<file path="src/rtl/mips_cpu_register_file_mp.sv">
// Multi-port register file with a load-pending scoreboard for the multicycle MIPS CPU.
// Optional same-cycle write-to-read bypass is enabled by defining REGFILE_BYPASS_EN.
module mips_cpu_register_file_mp #(
    parameter int DATA_W   = 32,
    parameter int DEPTH    = 32,
    parameter int NUM_READ = 2,
    localparam int AW      = $clog2(DEPTH)
) (
    input  logic                       clk,
    input  logic                       reset,
    output logic [DATA_W-1:0]          register_v0,
    input  logic [NUM_READ*AW-1:0]     read_addr,
    output logic [NUM_READ*DATA_W-1:0] read_data,
    output logic [NUM_READ-1:0]        read_busy,
    input  logic [AW-1:0]              write_addr_c,
    input  logic                       write_enable_c,
    input  logic [DATA_W-1:0]          write_data_c,
    input  logic [AW-1:0]              write_addr_d,
    input  logic                       write_enable_d,
    input  logic [DATA_W-1:0]          write_data_d,
    input  logic [AW-1:0]              reserve_addr,
    input  logic                       reserve_enable,
    output logic                       any_pending
);

    // With DEPTH == 2 this truncates to address 0, so register_v0 reads 0.
    localparam logic [AW-1:0] V0_ADDR = AW'(2);

    logic [DATA_W-1:0] regs_q [DEPTH];
    logic [DATA_W-1:0] regs_d [DEPTH];
    logic [DEPTH-1:0]  pending_q, pending_d;

    logic c_hit_en, d_hit_en, r_hit_en;
    assign c_hit_en = write_enable_c && (write_addr_c != '0);
    assign d_hit_en = write_enable_d && (write_addr_d != '0);
    assign r_hit_en = reserve_enable && (reserve_addr != '0);

    // NOTE: blocking assignments in always_comb execute in order, so the later
    // lines win; that ordering encodes C-over-D data and reserve-over-clear.
    always_comb begin
        regs_d    = regs_q;
        pending_d = pending_q;
        if (d_hit_en) begin
            regs_d[write_addr_d]    = write_data_d;
            pending_d[write_addr_d] = 1'b0;
        end
        if (c_hit_en) regs_d[write_addr_c] = write_data_c;
        if (r_hit_en) pending_d[reserve_addr] = 1'b1;
    end

    // NOTE: the storage array is reset explicitly because a reset must leave
    // every register reading zero; this keeps it out of plain RAM inference.
    always_ff @(posedge clk) begin
        if (reset) begin
            regs_q    <= '{default: '0};
            pending_q <= '0;
        end else begin
            regs_q    <= regs_d;
            pending_q <= pending_d;
        end
    end

    function automatic logic [DATA_W-1:0] read_word(input logic [AW-1:0] a);
        logic [DATA_W-1:0] w;
        w = (a == '0) ? '0 : regs_q[a];
`ifdef REGFILE_BYPASS_EN
        if (c_hit_en && write_addr_c == a) w = write_data_c;
        else if (d_hit_en && write_addr_d == a) w = write_data_d;
`endif
        return w;
    endfunction

    function automatic logic read_pend(input logic [AW-1:0] a);
        logic p;
        p = (a == '0) ? 1'b0 : pending_q[a];
`ifdef REGFILE_BYPASS_EN
        // A landing load clears busy early unless it is re-reserved on the same edge.
        if (d_hit_en && write_addr_d == a && !(r_hit_en && reserve_addr == a)) p = 1'b0;
`endif
        return p;
    endfunction

    // NOTE: every output gets a default first so no path through the block
    // leaves one unassigned and no latch is inferred.
    always_comb begin
        read_data   = '0;
        read_busy   = '0;
        register_v0 = '0;
        any_pending = 1'b0;
        if (!reset) begin
            for (int k = 0; k < NUM_READ; k++) begin
                read_data[k*DATA_W +: DATA_W] = read_word(read_addr[k*AW +: AW]);
                read_busy[k]                  = read_pend(read_addr[k*AW +: AW]);
            end
            register_v0 = read_word(V0_ADDR);
            any_pending = |pending_q;
        end
    end

endmodule
</file>
<file path="config.mk">
export PLATFORM = sky130hd
export DESIGN_NAME = mips_cpu_register_file_mp
export DESIGN_NICKNAME = d
export VERILOG_FILES = /design/src/rtl/mips_cpu_register_file_mp.sv
export SDC_FILE = /design/constraint.sdc
export NUM_CORES = 2
export LEC_CHECK = 0
export BUFFER_PORTS_ARGS = -buffer_cell sky130_fd_sc_hd__buf_2
export CAP_MARGIN = 20
export CORE_MARGIN = 2
export CORE_UTILIZATION = 40
export CTS_CLUSTER_DIAMETER = 40
export DETAILED_ROUTE_END_ITERATION = 10
export REMOVE_ABC_BUFFERS = 1
export SETUP_SLACK_MARGIN = 0.3
export SLEW_MARGIN = 20
export SYNTH_ARGS = -nofsm -noshare
export SYNTH_HDL_FRONTEND = slang
export SYNTH_SLANG_ARGS = --single-unit
export TNS_END_PERCENT = 5
</file>
<file path="constraint.sdc">
create_clock -name clk -period 2.07 [get_ports clk]
set_clock_uncertainty 0.2 [all_clocks]
set_input_delay 0.207 -clock clk [delete_from_list [all_inputs] [get_ports clk]]
set_output_delay 0.207 -clock clk [all_outputs]
set_load 0.05 [all_outputs]
</file>
# After elaboration in Yosys (flattened, before gate mapping)
# Index checks and enable logic that the tools add are counted.
# totals
regBits,1056
output_inout_bits,99
inputBits,94
wordCells,97
# classes
magnitude_cmp,12
n_mux,32
bitwise,7
reduce_logical,13
# ops
cell,count
1024-bit bitwise mux,2
1024-bit 2-to-1 mux,2
32-bit 2-to-1 mux,11
32-bit binary-select mux with 5-bit select,2
32-bit demux with 5-bit select,2
64-bit 2-to-1 mux,1
32-bit bitwise AND,1
32-bit NOT,1
32-bit OR,1
32-bit OR reduction,1
6-bit >= comparator (second input constant),4
5-bit by 6-bit < comparator with 1-bit output (second input constant),4
5-bit NOT with 6-bit output,4
5-bit nonzero test,3
6-bit by 1-bit < comparator with 1-bit output (second input constant),2
1-bit binary-select mux with 5-bit select,2
1-bit demux with 5-bit select,2
5-bit by 1-bit >= comparator with 1-bit output (second input constant),2
5-bit zero test,2
1-bit logical AND,7
1-bit 2-to-1 mux,7
2-bit 2-to-1 mux,1

# Logic depth before layout (Yosys ltp)
# depth
ltp_word,9
depth_mapped,8
depth_no_buf,4

# Worst setup path before layout
# No wires, ideal clock.
# synth_path
path_type,input-to-output
startpoint,input port read_addr[5]
endpoint,output port read_data[47]
cell_stages,5
n_path_buf,2
t_arrival_ns,2.121
t_required_ns,1.663
slack_ns,-0.458
path_cell_list,buf_2 -> clkbuf_1 -> mux4_2 -> a22oi_1 -> nand4_1
# synth_via
elab_chain_cells,6
word_cells_on_any_way,7
cone_classes,5 x mux; 1 x bitwise; 1 x reduce/logical
# synth_rtl
element,line_no,source
"start, declared",12,"input logic [NUM_READ*AW-1:0] read_addr,"
5-bit NOT with 6-bit output (not written as such),65,w = (a == '0) ? '0 : regs_q[a];
32-bit binary-select mux with 5-bit select,65,
32-bit 2-to-1 mux (not written as such) (2 in series),65,
32-bit 2-to-1 mux (*),65,
64-bit 2-to-1 mux (*),90,if (!reset) begin
"end, declared",13,"output logic [NUM_READ*DATA_W-1:0] read_data,"
# Every way passes the cells marked *; elsewhere a longest branch is shown, timed or not. The select of a mux whose other input is x is not followed.

# Worst setup path in the final report
# layout_path
startpoint,register regs_q[19] in the netlist's numbering
endpoint,output port read_data[51]
# layout_via
elab_chain_cells,5
# layout_rtl
element,line_no,source
"start, declared",29,logic [DATA_W-1:0] regs_q [DEPTH];
"start signal, assigned",58,regs_q <= regs_d;
32-bit binary-select mux with 5-bit select,65,
32-bit 2-to-1 mux (not written as such) (2 in series),65,
32-bit 2-to-1 mux,65,
64-bit 2-to-1 mux,90,
# No other way between the ends. The select of a mux whose other input is x is not followed.

==> results.toml <==
[yosys]
synthAdderAreaFrac = 0
synth_compound_area_frac = 0.234
postSynthAreaPerCell_um2 = 7.93
ys_ff_latch = 1025
synth_simple_gate_area_frac = 0.200
yosysUniqueCellTypes = 48
yosysWarnings = 0
netlist_instances = 7840
synth_edf_count = 0
synthMuxAreaShare = 0.168
synth_top_flop_cell = "dfxtp_1"
syn_area_um2 = 62100
synth_seq_area_share = 0.330
yosysTopAreaCellShare = 0.330
yosys.area.top_type = "dfxtp_1"
synth_xor_area_frac = 0
yosys-top-cells-area = "dfxtp_1 33%, a311oi_1 14%, mux2i_1 9.5%"
async_flop_share = 0
synth_top_family_by_area = "compound AO/OA/AOI/OAI gates"

[timing]
fin_crit_sh = 1.51
fmax_mhz = 320
setup_ws_ns = -1.05
setup_violations = 80
grt_setup_unrepaired = "yes"
slew_violations = 0
tightest_slew_ns = 0.978
slew_headroom = 0.348
hold_viol = 0
period_minus_slack_ns = 3.12

[placement]
placed_area_um2 = 72300
place_ws_ns = -0.871
port_buffers = 192
place.gp.congestion = 0.991
dp_hpwl_mm = 208

[worst_setup_path]
start_kind = "flop"
crit_type = "flop to output pin"
cp.arrival_ns = 2.72
r2r-end = "regs_q[932]$_SDFF_PP0_"
r2r_setup_slack_ns = 0.54
worst-r2r-cell-count = 3
crit_fanout = 3
r2r-start = "regs_q[932]$_SDFF_PP0_"
end_kind = "output pin"
required_ns = 1.66
startpoint = "regs_q[19]$_SDFF_PP0_"

[cts]
h-tree-depth = 4
clock_latency_ns = 0.82
root_buffer = "clkbuf_16"
clk_pin_slew_ns = 0.06
cts_buffers = 178
cts.sinks = 1025
cts_tree = "yes"
clk_path_buf_depth = 3

[global_routing]
grt_use_total = 0.380
grt_pass1_vias = 68000
antenna_found_initial = 11
grt_overflow = 0
grt_pass1_wl_mm = 456
grt_max_degree = 176

[pwr]
peakVddDrop_mv = 0.727
p_total_uw = 59200
power.internal_uw = 42500
p_clk_frac = 0.531
pwr_density_cell_nw_per_um2 = 725
combPwrFrac = 0.124
power_switching_uw = 16700
total_leakage_power_uw = 0.0288
seqPwrFrac = 0.345
sw_frac_of_total = 0.283

[outcome]
violations = "setup timing"
status = "complete, but fails checks"

[die]
io_pins = 193
die_w_um = 398
initial_core_util = 0.403
core_um2 = 154000
die_y_um = 398
rows = 144
die_area_um2 = 159000

[routing]
viasPerCell = 6.93
first_pass_iters = 9
antenna_left = 0
routedWlPerCell_um = 30.2
finalWirelength_mm = 313
drc = 0
first_iter_violations = 11100
routed-via-count = 71800

[hold_path]
hp-start = "write_enable_d"
hp-class = "input pin to flop"
min_delay_path_depth = 6
whs_endpoint = "regs_q[436]$_SDFF_PP0_"

[finish]
mostFrequentLayoutCells = "1324 x nand2_1, 1019 x nor2_1, 987 x a311oi_1"
nNetsFinal = 8243
synthToLayoutAreaGrowth_pct = 31.4
drive_gt1_frac = 0.236
mostFrequentLayoutCell = "nand2_1"
final_area_um2 = 81700

[run]
drv_cap = 0
## worst max-delay path by stage
stage	to	slack, ns	cells past startpoint
4_1_cts	read_data[1]	-0.97	6
3_3_place_gp	read_data[52]	-0.89	10
3_5_place_dp	read_data[37]	-0.87	10
6_report	read_data[51]	-1.05	5
5_1_grt	read_data[1]	-1.06	6
2_1_floorplan	pending_q[10]$_SDFF_PP0_	-6.72	4
## cells by family (layout without fill, tap and decap cells)
family,count (synthesis),in the layout
AND/OR/NAND/NOR,3014,3014
AO/OA/AOI/OAI,1951,1951
buffers and inverters,1059,1518
flip-flops,1025,1025
multiplexers,791,791
other,0,10
## critical path: stages (launching register included)
cell and delay [ns]:
dfxtp_2 0.32, mux4_2 0.47, a22oi_2 0.28, nand4_1 0.39
buf_4 0.28, buf_6 0.14
## stage by stage
stage / setup TNS, ns / util / std cells / hold slack, ns
global placement: -145.81 / 0.469 / 9901 / 0.257
detailed placement: -161.43 / 0.469 / 9901 / 0.258
CTS: -56.06 / 0.525 / 10300 / -0.00171
finish: -55.07 / 0.529 / 10400 / 0.0264
floorplan: -3564.66 / - / 6786 / 0.0761
global route: -57.38 / 0.529 / 10300 / 0.0148
## what timing repair did
| item | 4_1_cts | 5_1_grt |
|---|---|---|
| endpoints found under the setup margin | 99 | 616 |
| hold endpoints to repair | 1023 | 7 |
| resized for setup | 409 | 155 |
| hold buffers | 102 | 2 |
| pin swaps | 96 | 53 |
| setup buffers | 0 | 8 |
## sequential cells by signal, summed over array words and instances (netlist names)
name,cells
pending_q,32
regs_q,993
## cells in the mapped netlist, drive strengths merged (4+ instances only)
library cell  number
a21oi             16
a221oi            64
a22oi            214
a311oi           992
and2               4
and4b              5
buf              226
clkbuf           828
dfxtp           1025
inv                5
mux2               4
mux2i            588
mux4             199
nand2           1369
nand2b             5
nand3            420
nand3b            11
nand4             67
nor2            1035
nor2b             46
nor3               9
nor3b              7
nor4               9
nor4b              4
nor4bb             4
o21ai            461
o22ai            196
or3                6
or3b               6
## power groups by stage
stage | Sequential (uW) | Clock (uW) | Combinational, uW
after floorplan | 20700 | 0 | 2140
after global placement | 20800 | 0 | 6570
after detailed placement | 20800 | 0 | 6620
after CTS | 20400 | 31400 | 6960
after global routing | 20500 | 32400 | 7440
final | 20400 | 31400 | 7320
## layout make-up
cell class / instances / area, um^2
tap: 2044 / 2560
multi-input combinational: 5756 / 38800
sequential: 1025 / 20700
clock inverter: 103 / 1290
clock buffer: 227 / 4990
timing repair buffer: 1183 / 13300
inverter: 5 / 18.8
fill: 14000 / 72600
antenna: 10 / 25.0
## metal layers
metal  share of wire  vias up  track usage
li1                -    29800            -
met1            0.37    34900        0.479
met2            0.43     5660        0.561
met3            0.13     1435        0.113
met4           0.073        4        0.249
met5        0.000093        -            0
(Power assumes the default switching activity.)
